### config.mk
export PLATFORM = sky130hd
export DESIGN_NAME = tslide4_input_conditioner
export DESIGN_NICKNAME = d
export VERILOG_FILES = /design/src/rtl/tslide4_input_conditioner.sv
export SDC_FILE = /design/constraint.sdc
export NUM_CORES = 1
export LEC_CHECK = 0
export CAP_MARGIN = 20
export CORE_MARGIN = 10
export CORE_UTILIZATION = 57
export DETAILED_ROUTE_END_ITERATION = 6
export DONT_BUFFER_PORTS = 1
export PLACE_DENSITY = 0.81
export SLEW_MARGIN = 15
export SYNTH_ARGS = -nofsm -noshare
export SYNTH_HDL_FRONTEND = slang
export SYNTH_HIERARCHICAL = 1
export SYNTH_SLANG_ARGS = --single-unit
### constraint.sdc
create_clock -name clk_25mhz -period 1.7 [get_ports clk_25mhz]
set_input_delay 0.34 -clock clk_25mhz [delete_from_list [all_inputs] [get_ports clk_25mhz]]
set_output_delay 0.34 -clock clk_25mhz [all_outputs]
set_load 0.05 [all_outputs]
### src/rtl/tslide4_input_conditioner.sv
// tslide4_input_conditioner: synchronise and debounce the Tslide4 PMOD
// switches/buttons, then emit clean levels and one-cycle edge pulses.
// Optional feature macro: TSLIDE4_TOGGLE_EN adds a per-button toggle latch
// on pb_toggle; without it pb_toggle is tied to 0.

// One conditioning lane: synchroniser chain, stability counter, edge pulses.
module tslide4_debounce_lane #(
    parameter int SYNC_STAGES     = 2,
    parameter int CNT_W           = 18,
    parameter int DEBOUNCE_CYCLES = 250000
) (
    input  logic clk,
    input  logic reset,
    input  logic raw,
    output logic level,
    output logic rise,
    output logic fall,
    output logic chg
);
    localparam logic [CNT_W-1:0] CNT_LAST = CNT_W'(DEBOUNCE_CYCLES - 1);

    logic [SYNC_STAGES-1:0] sync;
    logic [CNT_W-1:0]       cnt;
    logic                   s;

    assign s = sync[SYNC_STAGES-1];

    // shift the asynchronous pin through the synchroniser chain
    always_ff @(posedge clk) begin
        if (reset) sync <= '0;
        else       sync <= {sync[SYNC_STAGES-2:0], raw};
    end

    // accept a new level only after it has held for DEBOUNCE_CYCLES cycles;
    // any return to the current level restarts the count
    always_ff @(posedge clk) begin
        if (reset) begin
            level <= 1'b0;
            cnt   <= '0;
            rise  <= 1'b0;
            fall  <= 1'b0;
            chg   <= 1'b0;
        end else begin
            rise <= 1'b0;
            fall <= 1'b0;
            chg  <= 1'b0;
            if (s == level) begin
                cnt <= '0;
            end else if (cnt == CNT_LAST) begin
                level <= s;
                cnt   <= '0;
                rise  <= s;
                fall  <= ~s;
                chg   <= 1'b1;
            end else begin
                cnt <= cnt + CNT_W'(1);
            end
        end
    end
endmodule

module tslide4_input_conditioner #(
    parameter int SYNC_STAGES     = 2,
    parameter int CNT_W           = 18,
    parameter int DEBOUNCE_CYCLES = 250000
) (
    input  logic       clk_25mhz,
    input  logic       reset,
    input  logic [3:0] sw_raw,
    input  logic [3:0] pb_n_raw,
    output logic [3:0] sw_level,
    output logic [3:0] pb_level,
    output logic [3:0] sw_change,
    output logic [3:0] pb_press,
    output logic [3:0] pb_release,
    output logic [3:0] pb_toggle
);
    localparam int NUM_LANES = 8;

    // lanes [3:0] are switches, [7:4] are buttons (inverted to active-high)
    logic [NUM_LANES-1:0] ch_raw, ch_level, ch_rise, ch_fall, ch_chg;
    logic                 lane_unused;

    assign ch_raw = {~pb_n_raw, sw_raw};

    for (genvar i = 0; i < NUM_LANES; i++) begin : g_lane
        tslide4_debounce_lane #(
            .SYNC_STAGES    (SYNC_STAGES),
            .CNT_W          (CNT_W),
            .DEBOUNCE_CYCLES(DEBOUNCE_CYCLES)
        ) u_lane (
            .clk  (clk_25mhz),
            .reset(reset),
            .raw  (ch_raw[i]),
            .level(ch_level[i]),
            .rise (ch_rise[i]),
            .fall (ch_fall[i]),
            .chg  (ch_chg[i])
        );
    end

    assign sw_level   = ch_level[3:0];
    assign pb_level   = ch_level[7:4];
    assign sw_change  = ch_chg[3:0];
    assign pb_press   = ch_rise[7:4];
    assign pb_release = ch_fall[7:4];

    // lane pulses that have no meaning for this lane type are dropped here
    assign lane_unused = &{ch_rise[3:0], ch_fall[3:0], ch_chg[7:4]};

`ifdef TSLIDE4_TOGGLE_EN
    logic [3:0] tog;

    // flip a button's latch in the cycle after its press pulse
    always_ff @(posedge clk_25mhz) begin
        if (reset) tog <= '0;
        else       tog <= tog ^ pb_press;
    end

    assign pb_toggle = tog;
`else
    assign pb_toggle = '0;
`endif
endmodule

==> flow_metrics.tcl, run 1 <==
set metrics [dict create \
    outcome "completed" \
    cp.required_ns 2.05 \
    syn_avg_cell_area_um2 8.952 \
    tightestPinTransition_ns 0.9728 \
    rsz0062_at_grt "yes" \
    track_usage_pct 17.33 \
    period_needed_ns 1.637 \
    drive_gt1_share_pct 19.20 \
    overflow 0 \
    reg2reg_depth 4 \
    final_cells 1149 \
    final-hold-violation-count 0 \
    drt_iter0_drc 296 \
    worst_slack_ns 0.06327 \
    firstDrtPassIters 5 \
    endpoint_kind "flop" \
    die_x_um 137.9 \
    setup_viol 0 \
    die_h_um 137.9 \
    clockBufferDepth 2 \
    port_buffers 0 \
    top_level_ports 34 \
    slew_violations 0 \
    finClkSkew_ns 0.008211 \
    clkTransAtPathRegs_ns 0.06 \
    dpl-instance-area_mm2 0.008726 \
    syn2layout_area_growth_pct 18.62 \
    final_net_count 975 \
    min_from "sw_raw[2]" \
    rows 43 \
    ant_nets 0 \
    relSlewSlack_pct 34.93 \
    max_freq_mhz 611.0 \
    cts_num_sinks 180 \
    ir_drop_uv 787.1 \
    wl_per_cell_um 14.07 \
    hp-class "primary input to flop" \
    cts_htree_levels 4 \
    critPathLaunchType "flop" \
    dp_slack_ns 0.03568 \
    p_leak_uw 0.002991 \
    cts_tree "done" \
    initial_core_util_pct 57.52 \
    insertion_delay_ns 0.43 \
    r2r-end "g_lane[1].u_lane/cnt[16]$_SDFF_PP0_" \
    via_per_inst 5.572 \
    ff2ff_setup_slack_ns 0.06 \
    fin_crit_sh_pct 96.28 \
    placedCellCount 1116 \
    vias 6402 \
    core-area_mm2 0.01377 \
    fin_area_mm2 0.009398 \
    clockRootBuffer "clkbuf_16" \
    drt-total-wl_um 16170 \
    dp_hpwl_um 10930 \
    power.density_mw_per_mm2 865.6 \
    diodes 0 \
    grt_max_degree 26 \
    syn_inst 885 \
    ys_warn_count 6 \
    cp.arrival_ns 1.99 \
    critPathKind "flop to flop" \
    utilization_pct 68.23 \
    antenna_found_initial 0 \
    syn_area_mm2 0.007923 \
    cp_max_fo 8 \
    grt_pass1_wl_um 27210 \
    r2r_start "g_lane[1].u_lane/cnt[12]$_SDFF_PP0_" \
    fp.dieArea_mm2 0.01902 \
    grt_pass1_vias 6129 \
    holdPathStages 1 \
    post-route-drc-count 0 \
    gp_congestion 0.8795 \
    cts_buffers 17 \
    drv_cap 0 \
    min_to "g_lane[2].u_lane/sync[0]$_SDFF_PP0_" \
]
-- critical path: stages, from the launching register on --
cell and delay (ns):
dfxtp_1 0.41, nand2_2 0.08, or3_4 0.40, or4_1 0.52
a21oi_1 0.16
-- how the worst max path moves through the flow --
stage | start | endpoint | slack (ns) | depth (start not counted)
3_3_place_gp | g_lane[6].u_lane/cnt[10]$_SDFF_PP0_ | g_lane[6].u_lane/cnt[16]$_SDFF_PP0_ | 0.07 | 4
2_1_floorplan | g_lane[4].u_lane/cnt[6]$_SDFF_PP0_ | g_lane[4].u_lane/cnt[16]$_SDFF_PP0_ | 0.01 | 5
3_5_place_dp | g_lane[4].u_lane/cnt[11]$_SDFF_PP0_ | g_lane[4].u_lane/cnt[16]$_SDFF_PP0_ | 0.04 | 4
5_1_grt | g_lane[7].u_lane/cnt[5]$_SDFF_PP0_ | g_lane[7].u_lane/cnt[17]$_SDFF_PP0_ | -0.007 | 4
6_report | g_lane[1].u_lane/cnt[12]$_SDFF_PP0_ | g_lane[1].u_lane/cnt[16]$_SDFF_PP0_ | 0.06 | 4
4_1_cts | g_lane[1].u_lane/cnt[10]$_SDFF_PP0_ | g_lane[1].u_lane/cnt[16]$_SDFF_PP0_ | 0.004 | 4
-- routing by layer --
layer  GRT usage (%)  up-vias  part of all wire, %
met5               0        -                    0
met4           7.358        0                  1.6
met3           3.442       20                  4.0
met2           29.24      128                   50
met1           21.05     3027                   45
li1                -     3227                    -
-- placed cells by master (no fill, tap or decap), types with 15 or more instances in the layout --
master,count
o21ai_0,16
nor2b_1,17
inv_1,20
nand2b_1,15
or3_1,16
nand3_1,60
nand4_1,35
nand2_1,40
nor2_1,137
xor2_1,50
clkbuf_16,17
buf_4,84
nor4_1,30
dfxtp_1,167
xnor2_1,56
a21oi_1,29
-- area by class of cell --
type	instances	area, um^2
well taps	180	225.2
clock inverters	7	72.57
fillers	1061	4375
multi-input cells	647	4153
repair buffers	91	760.7
clock buffers	24	491.7
inverters	20	75.07
flip-flops and latches	180	3620
-- flip-flops by register name, indices dropped and copies added, names as in the netlist --
| register | flops |
|---|---|
| g_lane.u_lane/cnt | 144 |
| g_lane.u_lane/chg | 4 |
| g_lane.u_lane/rise | 4 |
| g_lane.u_lane/sync | 16 |
| g_lane.u_lane/fall | 4 |
| g_lane.u_lane/level | 8 |
-- repair_timing --
item                                    CTS  global route
endpoints found under the setup margin    0            47
hold endpoints to repair                 16             0
hold buffers                              1             0
resized for setup                         0            27
setup buffers                             0             1
-- power breakdown --
part           leakage (uW)  total, uW  internal (uW)  switching (uW)
registers           0.00146       4250           4240            12.0
logic               0.00126        140           55.6            84.5
clock network      0.000273       3740           2170            1570
-- through the flow --
stage | setup TNS, ns | hold WS, ns | power [uW]
floorplan | 0 | 0.4116 | 4446
global placement | 0 | 0.4170 | 4472
detailed placement | 0 | 0.4226 | 4476
CTS | 0 | 0.03325 | 8200
global route | -0.01372 | 0.05462 | 8372
finish | 0 | 0.04501 | 8134
No activity file was read; power rests on OpenSTA's default activity.
==> inputs of run 2 (changes only) <==
CAP_MARGIN = 5   (was 20)
CORE_UTILIZATION = 25   (was 57)
PLACE_DENSITY = 0.46   (was 0.81)
SKIP_LAST_GASP = 1   (was not set)
==> run 2 against run 1 <==
Compared with the run above: maximum frequency shrank 2.5%; critical path depth up 3; clock skew is 0.0066 ns higher; non-clock buffer count grew 28; register-to-register slack worse by 0.04 ns; flip-flop and latch count unchanged; setup slack worse by 0.042 ns; sequential power is essentially flat.
==> flow_metrics.tcl, run 2 (same netlist as run 1, synthesis figures left out) <==
set metrics [dict create \
    initial_core_util_pct 25.24 \
    cp.required_ns 2.03 \
    largestRegisters "g_lane.u_lane/cnt x144, g_lane.u_lane/sync x16, g_lane.u_lane/level x8" \
    setup_viol 0 \
    die_h_um 198.0 \
    die_x_um 198.0 \
    fp.dieArea_mm2 0.03921 \
    port_buffers 0 \
    fin_area_mm2 0.01006 \
    timing.hold.ws_ns 0.02960 \
    max_freq_mhz 595.8 \
    critPathSlowestCell "dfxtp_2" \
    finalPower_uw 8559 \
    cts_num_sinks 180 \
    via_per_inst 4.504 \
    endpoint_kind "flop" \
    firstDrtPassIters 4 \
    slew_violations 0 \
    rows 65 \
    post-route-drc-count 0 \
    cts_htree_levels 4 \
    insertion_delay_ns 0.45 \
    cp.arrival_ns 2.01 \
    multi_input_area_mm2 0.004207 \
    dp_hpwl_um 11870 \
    utilization_pct 32.04 \
    hp-class "primary input to flop" \
    gp_congestion 0.7657 \
    ant_nets 0 \
    outcome "completed" \
    clockRootBuffer "clkbuf_16" \
    diodes 0 \
    p_leak_uw 0.003197 \
    overflow 0 \
    dpl-instance-area_mm2 0.009169 \
    final_net_count 1003 \
    syn2layout_area_growth_pct 26.94 \
    drt-total-wl_um 17800 \
    drt_iter0_drc 225 \
    grt_pass1_wl_um 29700 \
    period_needed_ns 1.678 \
    core-area_mm2 0.03139 \
    cts_buffers 17 \
    fillers 3289 \
    slowest_delay_ns 0.33 \
    final-hold-violation-count 0 \
    wl_per_cell_um 12.72 \
    drive_gt1_share_pct 22.95 \
    largest_register "g_lane.u_lane/cnt" \
    clockBufferDepth 2 \
    drv_cap 0 \
    grt_max_degree 27 \
    register_area_mm2 0.003625 \
    fin_crit_sh_pct 98.73 \
    track_usage_pct 9.193 \
    finalSetupTns_ns 0 \
    ir_drop_uv 656.2 \
    layout_commonest_cell "dfxtp_1" \
    largest_reg_flops 144 \
    grt_pass1_vias 6062 \
    critPathLaunchType "flop" \
    vias 6305 \
    power.density_mw_per_mm2 851.0 \
    top_level_ports 34 \
    finClkSkew_ns 0.01482 \
    final_cell_mix "163 x dfxtp_1, 137 x nor2_1, 108 x buf_4" \
    cts_tree "done" \
    cp_max_fo 9 \
    rsz0062_at_grt "yes" \
    antenna_found_initial 0 \
    critPathKind "flop to flop" \
    clkTransAtPathRegs_ns 0.08 \
    path_cells "buf_4 -> nor4bb_4 -> nand3b_1 -> o31ai_4 -> buf_6 -> clkbuf_16 -> nor2_1" \
]
## run 2: metrics by stage
stage               setup WS, ns  cells
floorplan                0.01330    888
global placement         0.04963   1360
detailed placement       0.03314   1360
CTS                     0.008618   1393
global route            -0.04304   1400
finish                   0.02154   1400
## run 2: metal layers
layer	wire (um)	vias to the layer above	global-route usage (%)	part of all wire (%)
li1	-	3285	-	-
met1	8981	2941	12.03	50
met2	8046	57	14.37	45
met3	549	22	2.495	3.1
met4	226	0	2.847	1.3
met5	0	-	0	0
## run 2: power breakdown
group / internal, uW / switching (uW) / total (uW)
clock: 2150 / 2000 / 4150
combinational: 67.1 / 90.6 / 158
sequential: 4230 / 11.8 / 4250
## run 2: worst paths after layout
| path | startpoint | end | slack (ns) | cells past startpoint |
|---|---|---|---|---|
| setup / recovery | g_lane[4].u_lane/cnt[10]$_SDFF_PP0_ | g_lane[4].u_lane/cnt[10]$_SDFF_PP0_ | 0.02 | 7 |
| hold / removal | sw_raw[3] | g_lane[3].u_lane/sync[0]$_SDFF_PP0_ | 0.03 | 1 |
| setup reg to reg | g_lane[4].u_lane/cnt[10]$_SDFF_PP0_ | g_lane[4].u_lane/cnt[10]$_SDFF_PP0_ | 0.02 | 7 |
| hold reg to reg | g_lane[0].u_lane/sync[0]$_SDFF_PP0_ | g_lane[0].u_lane/sync[1]$_SDFF_PP0_ | 0.44 | 1 |
## run 2: timing repair
action,4_1_cts,5_1_grt
endpoints found under the setup margin,0,63
setup buffers,0,4
resized for setup,0,41
hold buffers,1,1
endpoints found under the hold margin,15,1
## run 2: critical path: cells and delay by family (launching register included)
| family | cells | cell delay, ns |
|---|---|---|
| simple gates | 3 | 0.53 |
| flops | 1 | 0.33 |
| compound gates | 1 | 0.28 |
| buf+inv | 3 | 0.43 |
## run 2: layout make-up
cell class              instances  share of cell area, %
inverters                      20                 0.7465
clock buffers                  17                  4.230
clock inverters                15                  1.991
repair buffers                119                  10.16
multi-input cells             647                  41.83
flip-flops and latches        180                  36.04
well taps                     402                  5.001
==> inputs of run 3 (changes only) <==
clock period = 1.4 ns   (was 1.7 ns; I/O delays follow)
==> run 3 against run 2 <==
Compared with the run above: the flow now finishes with violations (negative setup slack); non-clock buffer count grew 117; die area unchanged; setup slack got worse by 0.20 ns; hold slack worse by 0.0045 ns; register-to-register slack lost 0.20 ns; largest power group unchanged; global-route usage increased by 0.64 points; largest cell class unchanged; sequential power is 20% higher; clock skew decreased by 0.0055 ns; sequential share of layout area down 4.3 points; clock-buffer cell count is 1 higher; critical path depth fell by 1; via count is 7.8% higher.
==> flow_metrics.tcl, run 3 (same netlist as run 1, synthesis figures left out) <==
set metrics [dict create \
    largest_register "g_lane.u_lane/cnt" \
    clkTransAtPathRegs_ns 0.07 \
    grt_pass1_wl_um 31700 \
    utilization_pct 37.66 \
    tightestPinTransition_ns 0.9555 \
    cp.arrival_ns 1.90 \
    drive_gt1_share_pct 46.19 \
    fp.dieArea_mm2 0.03921 \
    cp.required_ns 1.72 \
    via_per_inst 4.481 \
    cts_num_sinks 180 \
    outcome "finished with violations" \
    layout_commonest_cell "buf_4" \
    post-route-drc-count 0 \
    holdPathStages 2 \
    die_x_um 198.0 \
    r2r_start "g_lane[7].u_lane/cnt[7]$_SDFF_PP0_" \
    grt_pass1_vias 6465 \
    critPathKind "flop to flop" \
    cts_tree "done" \
    reg2reg_depth 6 \
    r2r-end "g_lane[7].u_lane/cnt[5]$_SDFF_PP0_" \
    final_net_count 1120 \
    final-hold-violation-count 0 \
    cts_buffers 17 \
    final_cells 1517 \
    syn2layout_area_growth_pct 49.21 \
    firstDrtPassIters 4 \
    drt_iter0_drc 301 \
    ff2ff_setup_slack_ns -0.18 \
    grt_max_degree 26 \
    track_usage_pct 9.829 \
    overflow 0 \
    ant_nets 0 \
    initial_core_util_pct 25.24 \
    rsz0062_at_grt "yes" \
    max_freq_mhz 634.2 \
    diodes 0 \
    failed_checks "negative setup slack" \
    clockRootBuffer "clkbuf_16" \
    min_from "pb_n_raw[3]" \
    ir_drop_uv 711.0 \
    p_leak_uw 0.003943 \
    dp_hpwl_um 12480 \
    drv_cap 0 \
    top_level_ports 34 \
    gp_congestion 0.7614 \
    antenna_found_initial 0 \
    finalSetupTns_ns -17.62 \
    vias 6797 \
    power.density_mw_per_mm2 843.5 \
    endpoint_kind "flop" \
    wl_per_cell_um 13.05 \
    fin_crit_sh_pct 112.6 \
    port_buffers 0 \
    cts_htree_levels 4 \
    drt-total-wl_um 19800 \
    setup_viol 160 \
    hp-class "primary input to flop" \
    placedCellCount 1436 \
    clockBufferDepth 2 \
    final_cell_mix "197 x buf_4, 103 x dfxtp_1, 79 x nor2_1" \
    worst_slack_ns -0.1767 \
    rows 65 \
    largest_reg_flops 144 \
    critPathLaunchType "flop" \
    timing.hold.ws_ns 0.02511 \
    finClkSkew_ns 0.009350 \
    slew_violations 0 \
    core-area_mm2 0.03139 \
    period_needed_ns 1.577 \
    relSlewSlack_pct 36.30 \
    cp_max_fo 7 \
    die_h_um 198.0 \
    largestRegisters "g_lane.u_lane/cnt x144, g_lane.u_lane/sync x16, g_lane.u_lane/level x8" \
    insertion_delay_ns 0.43 \
    dp_slack_ns -0.2201 \
    min_to "g_lane[7].u_lane/sync[0]$_SDFF_PP0_" \
]
==> run 3: cell types whose count changed in the layout (fill, tap and decap cells not counted), sizes merged <==
cell and change:
buf +105, clkbuf +7, dlygate4sd3 +5, bufinv -1
dlymetal6s4s +1
==> run 3: what timing repair did <==
item | in CTS | in global routing
gates cloned | 2 | 14
pin swaps | 12 | 43
hold buffers | 7 | 0
setup endpoints to repair | 165 | 165
buffers inserted | 7 | 20
endpoints found under the hold margin | 16 | 0
gates resized for setup | 66 | 157
==> run 3: worst max-delay path: stages, from the launching register on <==
cell and delay [ns]:
dfxtp_1 0.35, buf_4 0.12, or4bb_1 0.40, nor3_2 0.17, a211o_1 0.22, buf_6 0.16
nor2_1 0.04
==> run 3: per-stage QoR <==
| stage | cell area [um^2] | total power, uW |
|---|---|---|
| finish | 11820 | 9972 |
| global route | 11820 | 10420 |
| CTS | 10830 | 10140 |
| detailed placement | 9916 | 5422 |
| global placement | 9916 | 5422 |
| floorplan | 8312 | 5383 |
==> run 3: how the worst max path moves through the flow <==
stage,startpoint,end,depth (start not counted)
floorplan,g_lane[7].u_lane/cnt[4]$_SDFF_PP0_,g_lane[7].u_lane/cnt[15]$_SDFF_PP0_,6
global placement,g_lane[7].u_lane/cnt[4]$_SDFF_PP0_,g_lane[7].u_lane/cnt[4]$_SDFF_PP0_,5
detailed placement,g_lane[7].u_lane/cnt[7]$_SDFF_PP0_,g_lane[7].u_lane/cnt[17]$_SDFF_PP0_,4
CTS,g_lane[7].u_lane/cnt[4]$_SDFF_PP0_,g_lane[7].u_lane/cnt[12]$_SDFF_PP0_,5
global route,g_lane[1].u_lane/cnt[7]$_SDFF_PP0_,g_lane[1].u_lane/cnt[16]$_SDFF_PP0_,6
finish,g_lane[7].u_lane/cnt[7]$_SDFF_PP0_,g_lane[7].u_lane/cnt[5]$_SDFF_PP0_,6
==> run 3: where the power goes <==
| group | switching [uW] | leakage, uW | total, uW | internal [uW] |
|---|---|---|---|---|
| Clock | 2200 | 0.000279 | 4570 | 2370 |
| Combinational | 143 | 0.00216 | 274 | 132 |
| Sequential | 18.1 | 0.00150 | 5120 | 5110 |
| Total | 2360 | 0.00394 | 9970 | 7610 |
==> run 3: cell type report <==
class                   count  area [um^2]
clock buffers              18        439.2
clock inverters            14        113.9
fillers                  3098        19570
inverters                  20        75.07
multi-input cells         647         4862
flip-flops and latches    180         3755
well taps                 402        503.0
repair buffers            236         2073
==> run 3: layer usage <==
layer	track usage (%)	wire length, um
met1	12.50	9654
met2	15.89	9324
met3	2.122	475
met4	3.815	348
met5	0	0
==> patch, RTL diff (settings of run 1) <==
`CNT_W` is set to 18 in 2 places; all go to 36.
--- a/src/rtl/tslide4_input_conditioner.sv
+++ b/src/rtl/tslide4_input_conditioner.sv
@@ -6,7 +6,7 @@
 // One conditioning lane: synchroniser chain, stability counter, edge pulses.
 module tslide4_debounce_lane #(
     parameter int SYNC_STAGES     = 2,
-    parameter int CNT_W           = 18,
+    parameter int CNT_W           = 36,
     parameter int DEBOUNCE_CYCLES = 250000
 ) (
     input  logic clk,
@@ -61,7 +61,7 @@
 
 module tslide4_input_conditioner #(
     parameter int SYNC_STAGES     = 2,
-    parameter int CNT_W           = 18,
+    parameter int CNT_W           = 36,
     parameter int DEBOUNCE_CYCLES = 250000
 ) (
     input  logic       clk_25mhz,
Check against the original RTL: no difference found for any inputs over 10 cycles, from zero or initial values and one cycle with reset high; that may be too few to reach the edited logic, so the function may still have changed.
==> patch against run 1 <==
Sequential share of layout area shrank 7.1 points. Power grew 99%. Sequential cell count grew 144. Wire length grew to 3.2 times the old value. Setup slack lost 0.42 ns. Design area grew 120%. Area after synthesis grew 88%. Sequential power grew 79%. The flow now finishes with violations (design-rule violations, negative setup slack).
==> patch: results <==
[route]
vias = 14900
wl_per_cell_um = 21.5
drc = 2
first_iter_violations = 1696
drt_first_pass_iters = 7

[worst_setup_path]
critPathArrivalTime_ns = 2.46
ff2ff_path_depth = 6
cp_top_family = simple AND/OR/NAND/NOR gates
critical-path-max-stage-delay_ns = 0.49
regToRegStartpoint = g_lane[4].u_lane/cnt[31]
start_kind = flop
worst_path_max_delay_cell = nor4_1
worstPathMaxFanout = 8
r2r-end = g_lane[4].u_lane/cnt[9]

[min_path]
hold_depth = 2
hold_path.startpoint = pb_n_raw[0]
min_to = g_lane[4].u_lane/sync[0]
hold_path.class = in2reg

[clocking]
clock_latency_ns = 0.53
cts.path.max_buffers = 3
htreeDepth = 2
tritoncts.num_buffers = 37
cts_root_buffer = clkbuf_16
clk_pin_slew_worst_paths_ns = 0.07

[cells_and_area]
drive_gt1_share_pct = 39.0
n_antenna_cell = 0
fill_cells = 1291
layout.nets = 2034
largestRegisters = g_lane.u_lane/cnt: 288 flops, g_lane.u_lane/sync: 16 flops, g_lane.u_lane/level: 8 flops

[outcome]
outcome = finished with violations
failed_checks = design-rule violations, negative setup slack

[global_route]
antenna_found_initial = 0
grt_pass1_vias = 13100
grt_pass1_wl_mm = 60.8
grt_usage_pct = 21.0
grt_start_max_net_pins = 37

[timing]
setup_viol = 226
layout_setup_ws_ns = -0.360
tightest_slew_ns = 0.524
finClkSkew_ns = 0.0151
worst_hold_slack_ns = 0.0221

[placed_design]
placed_area_um2 = 17300
place_congestion = 0.904
place.port_buffers = 0
dp_hpwl_mm = 23.4

[power]
irDropWorstVdd_uv = 1100
p_leak_nw = 8.23

[yosys]
yosysWarnings = 6
[patch: cell type report]
cell class                 instances  area, um^2  area share [%]
clock buffer                      50        1080            5.11
timing repair buffer             356        3140            14.9
clock inverter                    13         171           0.813
tap                              335         419            1.99
inverter                          30         113           0.534
multi-input combinational       1267        9540            45.3
sequential                       324        6620            31.4
[patch: layer usage]
metal / GRT usage, % / part of all wire [%] / vias up / wire length (um)
met5: 0 / 0 / - / 0
met4: 7.22 / 6.5 / 0 / 3310
met3: 3.48 / 7.2 / 338 / 3660
met2: 37.4 / 50 / 948 / 25600
met1: 24.9 / 36 / 7142 / 18600
li1: - / - / 6518 / -
[patch: repair_timing]
action                                  CTS  global route
hold buffers                              8             0
setup buffers                             3            38
pin swaps                                14           152
endpoints found under the setup margin  263           297
endpoints found under the hold margin    24             0
cloned                                    1            20
gates resized for setup                  50           384
[patch: report_power, final]
part / switching [W] / internal, W
clock: 0.00326 / 0.00504
combinational: 0.000174 / 0.000121
sequential: 0.0000181 / 0.00760
[patch: worst max path at each step]
| stage | slack [ns] | cells past startpoint | endpoint |
|---|---|---|---|
| floorplan | -0.02 | 7 | g_lane[0].u_lane/cnt[30] |
| finish | -0.36 | 6 | g_lane[4].u_lane/cnt[9] |
| detailed placement | -0.16 | 6 | g_lane[0].u_lane/cnt[30] |
| CTS | -0.07 | 6 | g_lane[0].u_lane/cnt[30] |
| global route | -0.40 | 6 | g_lane[4].u_lane/cnt[9] |
| global placement | -0.06 | 6 | g_lane[0].u_lane/cnt[30] |
[patch: stage by stage]
step / setup TNS (ns) / setup slack, ns / instances
after global routing: -48.28 / -0.402 / 2375
after detailed placement: -7.12 / -0.161 / 2244
after CTS: -0.364 / -0.0690 / 2319
after floorplan: -0.103 / -0.0171 / 1683
final: -36.38 / -0.360 / 2375
after global placement: -0.399 / -0.0640 / 2244
